$ cat src/rtl/memc_host_if.sv
// CPU-side bridge into the memory controller request port.
// Holds one read or write at a time, strobes memc for a single cycle and
// returns read data a fixed number of edges after the read strobe. A read
// interrupted by memc going busy is dropped and reissued to the same address.
module memc_host_if #(
  parameter int unsigned DATA_WIDTH = 8,
  parameter int unsigned ADDR_WIDTH = 16,
  parameter int unsigned RD_LATENCY = 2
) (
  input  logic                  memc_clk,
  input  logic                  memc_reset,
  input  logic                  cpu_req,
  input  logic                  cpu_we,
  input  logic [ADDR_WIDTH-1:0] cpu_addr,
  input  logic [DATA_WIDTH-1:0] cpu_wr_data,
  output logic                  cpu_rdy,
  output logic [DATA_WIDTH-1:0] cpu_rd_data,
  output logic                  cpu_rd_valid,
  input  logic                  memc_busy,
  output logic                  memc_rd_enable,
  output logic                  memc_wr_enable,
  output logic [ADDR_WIDTH-1:0] memc_addr,
  output logic [DATA_WIDTH-1:0] memc_wr_data,
  input  logic [DATA_WIDTH-1:0] memc_rd_data,
  output logic [7:0]            retry_cnt
);

  typedef enum logic [1:0] {
    StBoot,
    StIdle,
    StIssue,
    StRdWait
  } state_e;

  localparam logic [3:0] RdLatency = 4'(RD_LATENCY);

  state_e     state;
  logic       we_q;
  logic [3:0] lat_cnt;

  // Single FSM; every output is a register updated here.
  always_ff @(posedge memc_clk or negedge memc_reset) begin
    if (!memc_reset) begin
      state          <= StBoot;
      we_q           <= 1'b0;
      lat_cnt        <= '0;
      cpu_rdy        <= 1'b0;
      cpu_rd_data    <= '0;
      cpu_rd_valid   <= 1'b0;
      memc_rd_enable <= 1'b0;
      memc_wr_enable <= 1'b0;
      memc_addr      <= '0;
      memc_wr_data   <= '0;
      retry_cnt      <= '0;
    end else begin
      // Strobes and the valid flag are single-cycle pulses by default.
      memc_rd_enable <= 1'b0;
      memc_wr_enable <= 1'b0;
      cpu_rd_valid   <= 1'b0;

      unique case (state)
        StBoot: begin
          if (!memc_busy) begin
            cpu_rdy <= 1'b1;
            state   <= StIdle;
          end
        end

        StIdle: begin
          // Accepted regardless of memc_busy; ISSUE waits it out.
          if (cpu_req) begin
            we_q         <= cpu_we;
            memc_addr    <= cpu_addr;
            memc_wr_data <= cpu_wr_data;
            cpu_rdy      <= 1'b0;
            state        <= StIssue;
          end
        end

        StIssue: begin
          if (memc_wr_enable) begin
            // Write strobe already issued last edge: retire the write.
            cpu_rdy <= 1'b1;
            state   <= StIdle;
          end else if (!memc_busy) begin
            if (we_q) begin
              memc_wr_enable <= 1'b1;
            end else begin
              memc_rd_enable <= 1'b1;
              lat_cnt        <= RdLatency;
              state          <= StRdWait;
            end
          end
        end

        StRdWait: begin
          if (memc_busy) begin
            // memc was reset mid-read; the data would be garbage, so retry.
            lat_cnt <= '0;
            if (retry_cnt != 8'hFF) retry_cnt <= retry_cnt + 8'd1;
            state   <= StIssue;
          end else begin
            lat_cnt <= lat_cnt - 4'd1;
            if (lat_cnt == 4'd1) begin
              cpu_rd_data  <= memc_rd_data;
              cpu_rd_valid <= 1'b1;
              cpu_rdy      <= 1'b1;
              state        <= StIdle;
            end
          end
        end

        default: state <= StBoot;
      endcase
    end
  end

endmodule

$ cat config.mk
export PLATFORM = sky130hd
export DESIGN_NAME = memc_host_if
export DESIGN_NICKNAME = d
export VERILOG_FILES = /design/src/rtl/memc_host_if.sv
export SDC_FILE = /design/constraint.sdc
export NUM_CORES = 1
export LEC_CHECK = 0
export BUFFER_PORTS_ARGS = -buffer_cell sky130_fd_sc_hd__buf_2
export CORE_MARGIN = 8
export CORE_UTILIZATION = 26
export CTS_BUF_LIST = sky130_fd_sc_hd__clkbuf_2 sky130_fd_sc_hd__clkbuf_4 sky130_fd_sc_hd__clkbuf_8
export DETAILED_ROUTE_END_ITERATION = 8
export HOLD_SLACK_MARGIN = 0.05
export PLACE_DENSITY = 0.56
export SETUP_SLACK_MARGIN = 0.3
export SYNTH_ARGS = -nofsm -noshare
export SYNTH_HDL_FRONTEND = slang
export SYNTH_SLANG_ARGS = --single-unit
$ cat constraint.sdc
create_clock -name memc_clk -period 4.75 [get_ports memc_clk]
set_input_delay 0.7125 -clock memc_clk [delete_from_list [all_inputs] [get_ports memc_clk]]
set_output_delay 0.7125 -clock memc_clk [all_outputs]
set_load 0.01 [all_outputs]
==> summary.md, run 1 <==
| Metric | Value |
|---|---|
| Top-level I/O count | `81` |
| Synth Warn # | `0` |
| Die width | `between 100 and 150 um` |
| Maximum vdd drop | `~0.2 mV` |
| Cell internal pwr | `1.137 mW` |
| GPL Wtd Cong | `0.7175` |
| Gate power share | `a little under two fifths` |
| Max cap viols | `0` |
| Worst Path Arrival | `0.96 ns` |
| H-tree levels | `2` |
| Switching Fraction | `33.04%` |
| Critical Path Slowest Stage Cell | `dfrtp_1` |
| Clk_skew | `0.008130 ns` |
| Die Y-Extent | `around 110 um` |
| Register area share after synthesis | `between 50 and 60%` |
| Pleak | `roughly 1.5 nW` |
| Die Footprint | `0.01182 mm2` |
| Iteration count of the initial detailed-routing pass | `4` |
| # setup viols final | `0` |
| Netlist cell types | `33` |
| Fraction of layout cells with a size suffix above 1 | `54.51%` |
| Initial antenna violation count | `0` |
| Inst Count DP | `344` |
| Clock-pin slew on the worst setup and hold paths | `0.10 ns` |
| Top post-synthesis cells by area | `dfrtp_1 (57%), mux2_4 (12%), mux2_2 (9.1%), a21oi_1 (2.0%), buf_12 (1.8%)` |
| Max Freq | `between 500 and 600 MHz` |
| Max Slew Vio Count | `0` |
| Final Cycle Share | `35.29%` |
| Design area | `0.002824 mm2` |
| Yosys top cell by area | `dfrtp_1` |
| Global Route Usage Sum | `8.415%` |
| Post-Syn Area per Cell | `13.80 um2` |
| Final ANT Viol Nets | `0` |
| Clk pwr share | `18.8%` |
| Crit Path Max Fanout | `8` |
| CP max stage delay | `roughly 0.48 ns` |
| Commonest non-fill, non-tap cell in the layout | `buf_2` |
| Slew Limit Headroom | `56.74%` |
| TritonCTS clock tree | `yes` |
| Mapped Area | `between 0.002 and 0.0025 mm2` |
| Core area | `between 0.008 and 0.009 mm2` |
| CTS Buf Count | `5` |
| Worst setup SP type | `flop` |
| Unrepaired setup endpoints after global routing | `false` |
| Root Driver | `clkbuf_8` |
| Min cycle time layout | `roughly 1.7 ns` |
| Post-Route WL | `just under 5000 um` |
| Final Net Count | `283` |
| WP data required | `4.04 ns` |
| WS Path Type | `flop to primary output` |
| Starting Density | `between 20% and 30%` |
| Wirelength per Cell | `14.06 um` |
| Setup TNS | `0 ns` |
| Psw | `0.5608 mW` |
| First-pass GRT wire length | `~8000 um` |
| PortBufs | `80` |
| DR vias | `1531` |
| CTS Hold Bufs | `0` |
| Layout area overhead | `26.30%` |
| Worst-Margin Slew | `0.6490 ns` |
| CP Cell Sequence | `buf_2` |
| Vias per Instance | `approximately 4.3` |
| Endpoints failing hold | `0` |
| Global route overflow | `0` |
| Commonest cells after routing, fill and taps aside | `buf_2 (80), dfrtp_1 (51), mux2_2 (18), mux2_4 (18), nand2_1 (10)` |
| Post-synth top area share | `between 50% and 60%` |
| Layout Cells excl Fill | `352` |
| Initial DRC count | `85` |
| WP buf/inv | `1` |
| DP Wirelength | `3634 um` |
| Drc violations | `0` |
| Post-cts sizing count | `0` |
| Register share of total power | `43.7%` |
| Maximum number of pins on one net before global-route repair | `52` |
| CTS sink cnt | `between 50 and 60` |
| Setup Buffers After CTS | `0` |
| Mapped Cells | `162` |
| PwrDens | `601.1 mW/mm2` |
| Min-delay worst type | `primary input to asynchronous set/reset pin` |
| Status | `finished, final reports clean` |
| Clock buffer depth | `2` |
| Net Count, Synth | `202` |
| Latest clock arrival within the worst-skew pair | `0.30 ns` |
| Crit. End Element | `primary output` |
| Row count | `34` |
| Family with the most delay on the worst path | `flip-flops` |
| Vias in the first global route | `1611` |
| Synth Register Bits | `51` |
| Antenna Cells | `0` |
| Placement Cell Area | `0.002703 mm2` |
-- flip-flops by register name (all words and copies together) (netlist names) --
name	count
memc_wr_enable	1
memc_wr_data	8
we_q	1
memc_addr	16
state	2
lat_cnt	4
retry_cnt	8
memc_rd_enable	1
cpu_rd_valid	1
cpu_rdy	1
cpu_rd_data	8
-- Yosys cell counts --
master     n
inv_1      4
nor4b_2    1
mux2_4    18
a21oi_1    9
mux2_2    18
and3_2     1
nand3b_1   1
and2b_2    1
and4_1     1
xor2_1     1
clkbuf_1   1
xnor2_1    2
a22o_1     2
a31oi_1    1
nand4_1    3
mux2i_1    1
dfrtp_1   51
buf_12     2
nand3_2    1
nor3_1     4
and3_1     1
inv_2      1
nand2_1   10
nand3_1    2
nor2_1     8
buf_6      2
or3_4      1
or2_2      2
and4b_1    1
nor4bb_1   1
o21ai_0    5
buf_2      2
ha_1       3
-- routing by layer --
metal / vias up / share of wire, % / GRT usage [%]
met2: 57 / 45 / 13.38
met4: 0 / 1.0 / 2.639
met5: - / 0 / 0
met1: 738 / 46 / 10.66
met3: 8 / 7.9 / 2.660
li1: 728 / - / -
-- metrics by stage --
step | total power [mW] | setup slack, ns | utilization (%) | hold WS, ns
after detailed placement | 1.403 | 2.767 | 31.76 | 0.4870
after global placement | 1.385 | 2.809 | 31.76 | 0.4827
after CTS | 1.737 | 3.063 | 33.19 | 0.5135
after global routing | 1.831 | 2.959 | 33.19 | 0.5320
after floorplan | 1.173 | 2.881 | - | 0.4169
final | 1.697 | 3.074 | 33.19 | 0.5088
-- cell type report --
type | count | area, um2
Multi-Input combinational cell | 99 | 864.6
Sequential cell | 51 | 1276
Tap cell | 108 | 135.1
Clock buffer | 6 | 82.58
Inverter | 5 | 18.77
Fill cell | 885 | 5684
Clock inverter | 2 | 38.79
Timing Repair Buffer | 81 | 407.9
-- final timing paths --
kind,start,end,slack (ns),cells after the start
setup / recovery,retry_cnt[4],retry_cnt[4],3.07,1
hold / removal,memc_reset,memc_addr[13],0.51,2
setup reg to reg,state[1],retry_cnt[7],3.09,4
hold reg to reg,cpu_rd_data[2],cpu_rd_data[2],0.51,1
max in group asynchronous,memc_reset,retry_cnt[6],3.80,2
min in group memc_clk,cpu_rd_data[2],cpu_rd_data[2],0.51,1
-- power by group through the flow --
| stage | clock network (mW) | registers [mW] | logic [mW] |
|---|---|---|---|
| finish | 0.319 | 0.742 | 0.636 |
| global route | 0.357 | 0.770 | 0.704 |
| CTS | 0.338 | 0.744 | 0.655 |
| detailed placement | 0 | 0.753 | 0.650 |
| global placement | 0 | 0.744 | 0.642 |
| floorplan | 0 | 0.800 | 0.373 |
-- logic make-up (layout without fill, tap and decap cells) --
| logic type | count (synthesis) | count (layout) | share of synthesized area, % |
|---|---|---|---|
| muxes | 37 | 37 | 21.60 |
| buffers and inverters | 12 | 94 | 4.252 |
| DFF | 51 | 51 | 57.08 |
| xor gates and xnor gates | 3 | 3 | 1.175 |
| adders and majority gates | 3 | 3 | 1.679 |
| AOI/OAI and AO/OA | 17 | 17 | 4.197 |
| and+or+nand+nor | 39 | 39 | 10.02 |
Note: power is estimated with default switching activity, not from simulation.
==> inputs of run 2 (changes only) <==
- ABC_AREA: unset -> 1
- PLACE_DENSITY: 0.56 -> 0.58
- clock period: 4.75 -> 1.5 ns (I/O delays scaled with it)
==> summary.md, run 2 <==
| Metric | Value |
|---|---|
| PortBufs | `80` |
| Initial DRC count | `75` |
| Commonest non-fill, non-tap cell in the layout | `buf_2` |
| Layout Cells excl Fill | `429` |
| Starting Density | `around a quarter` |
| Maximum number of pins on one net before global-route repair | `52` |
| Inst Count DP | `401` |
| Crit path to | `cpu_rd_data[1]` |
| Antenna Cells | `0` |
| Worst setup SP type | `flop` |
| Clock buffer depth | `2` |
| Min cycle time layout | `1.281 ns` |
| Clock-pin slew on the worst setup and hold paths | `0.09 ns` |
| Design area | `0.003282 mm2` |
| Post-Route WL | `5707 um` |
| Post-synth EDFFs | `0` |
| Storage cell area | `0.001279 mm2` |
| Top post-synthesis cells by area | `dfrtp_1 (55%), mux2_4 (12%), nand2_1 (10%), mux2_2 (2.9%), nand3_1 (2.8%)` |
| Iteration count of the initial detailed-routing pass | `4` |
| Global route overflow | `0` |
| Min-delay worst type | `primary input to flop` |
| Worst-Margin Slew | `0.2790 ns` |
| Placement Cell Area | `between 0.002 and 0.003 mm2` |
| Crit Path Max Fanout | `6` |
| Final core occ | `37.82%` |
| Final Cycle Share | `85.40%` |
| Worst Path Arrival | `1.53 ns` |
| Wirelength per Cell | `13.30 um` |
| Vias in the first global route | `1840` |
| WP data required | `1.75 ns` |
| Die Y-Extent | `110.1 um` |
| Top-level I/O count | `81` |
| Post-synth top cells | `nand2_1 (64), dfrtp_1 (51), mux2_4 (18), inv_1 (16)` |
| Final Net Count | `360` |
| CTS sink cnt | `51` |
| Synth Register Bits | `51` |
| Clk_skew | `0.004551 ns` |
| Initial antenna violation count | `0` |
| Root Driver | `clkbuf_8` |
| Biggest register | `memc_addr` |
| Max Freq | `about 780 MHz` |
| Top-count cell post-synth | `nand2_1` |
| Commonest cells after routing, fill and taps aside | `buf_2 (80), nand2_1 (56), dfrtp_1 (49)` |
| Status | `finished, final reports clean` |
| GPL Wtd Cong | `between 0.8 and 0.9` |
| CTS Buf Count | `5` |
| Yosys top cell by area | `dfrtp_1` |
| H-tree levels | `2` |
| PnR worst setup slack | `0.2189 ns` |
| Worst R2R Setup Slack | `approximately 0.22 ns` |
| DP Wirelength | `roughly 3800 um` |
| Vias per Instance | `about 4.3` |
| WS Path Type | `flop to flop` |
| Final ANT Viol Nets | `0` |
| Global Route Usage Sum | `9.299%` |
| Pleak | `1.724 nW` |
| Max cap viols | `0` |
| Unrepaired setup endpoints after global routing | `true` |
| Max reg flops | `16` |
| Setup TNS | `0 ns` |
| # setup viols final | `0` |
| Latest clock arrival within the worst-skew pair | `0.30 ns` |
| Mapped Cells | `214` |
| TritonCTS clock tree | `yes` |
| Core area | `0.008678 mm2` |
| Register area share after synthesis | `55.40%` |
| Synth Flop Type | `dfrtp_1` |
| Drc violations | `0` |
| Endpoints failing hold | `0` |
| Net Count, Synth | `254` |
| Setup crit start | `state[0]` |
| Maximum vdd drop | `0.8190 mV` |
| PwrDens | `1891 mW/mm2` |
| Max Slew Vio Count | `0` |
| Asr flop ratio synth | `100.0%` |
| DR vias | `1842` |
| Post-Syn Area per Cell | `10.76 um2` |
| R2r endpoint | `cpu_rd_data[1]` |
| Slew Limit Headroom | `81.40%` |
| Row count | `34` |
| Reg-to-Reg Start | `state[0]` |
| Layout area overhead | `42.48%` |
| First-pass GRT wire length | `~9000 um` |
| Fraction of layout cells with a size suffix above 1 | `a little over half` |
| Synth Warn # | `0` |
| Fillers | `886` |
| Post-synth top area share | `55.40%` |
| Worst r2r path cells | `7` |
| Crit. End Element | `flop` |
| Die width | `110.1 um` |
| Netlist cell types | `27` |
| Area of the multi-input gates | `0.001040 mm2` |
| Mapped Area | `0.002303 mm2` |
| Die Footprint | `0.01213 mm2` |
| Dpl ws | `0.1966 ns` |
## run 2: kinds of logic (layout without fill, tap and decap cells)
logic type,after synthesis,in the layout,share of synthesized area [%]
xor gates and xnor gates,5,5,1.901
DFF,51,51,55.40
and+or+nand+nor,99,100,19.17
buffers and inverters,22,128,4.617
adders and majority gates,3,3,1.630
muxes,24,24,14.67
AOI/OAI and AO/OA,10,10,2.607
## run 2: worst min path at each step
| stage | from | to | depth (start not counted) |
|---|---|---|---|
| 2_1_floorplan | memc_reset | cpu_rd_data[0] | 0 |
| 3_3_place_gp | memc_reset | cpu_rd_data[3] | 2 |
| 3_5_place_dp | memc_reset | cpu_rd_valid | 2 |
| 4_1_cts | memc_rd_data[7] | cpu_rd_data[7] | 3 |
| 5_1_grt | memc_rd_data[1] | cpu_rd_data[1] | 3 |
| 6_report | memc_rd_data[4] | cpu_rd_data[4] | 3 |
## run 2: final cells by class
class	instances	area share, %
repair buffers	100	19.10
flip-flops and latches	51	38.96
multi-input cells	142	31.68
repair inverters	1	0.1525
well taps	108	4.117
inverters	19	2.402
clock inverters	2	1.067
clock buffers	6	2.516
## run 2: per-stage QoR
stage / hold slack, ns / power (mW)
after CTS: 0.1056 / 6.032
after detailed placement: 0.2428 / 4.729
after global placement: 0.2401 / 4.694
final: 0.1203 / 6.207
after floorplan: -0.07059 / 3.893
after global routing: 0.1167 / 6.713
## run 2: critical path, stage by stage (launching register included)
cell and delay, ns:
dfrtp_2 0.43, buf_6 0.12, nand2_4 0.06, nor2_4 0.21
nand4_4 0.19, clkinv_2 0.12, nand2_1 0.05, nand2_1 0.05
## run 2: power breakdown
group / switching [mW] / total (mW) / internal [mW]
registers: 0.359 / 2.32 / 1.96
clock network: 0.457 / 0.997 / 0.540
logic: 1.36 / 2.89 / 1.53
## run 2: what timing repair did
| action | CTS | global route |
|---|---|---|
| pin swaps | 2 | 10 |
| buffers inserted | 8 | 7 |
| hold endpoints to repair | 51 | 0 |
| endpoints found under the setup margin | 41 | 50 |
| gates resized for setup | 10 | 25 |
| hold buffers | 1 | 0 |
| cloned | 1 | 3 |
## run 2: layer usage
metal,track usage [%],wire (um),vias up
met1,12.55,2633,867
li1,-,-,908
met4,1.998,33,0
met5,0,0,-
met2,14.26,2469,62
met3,2.965,570,5
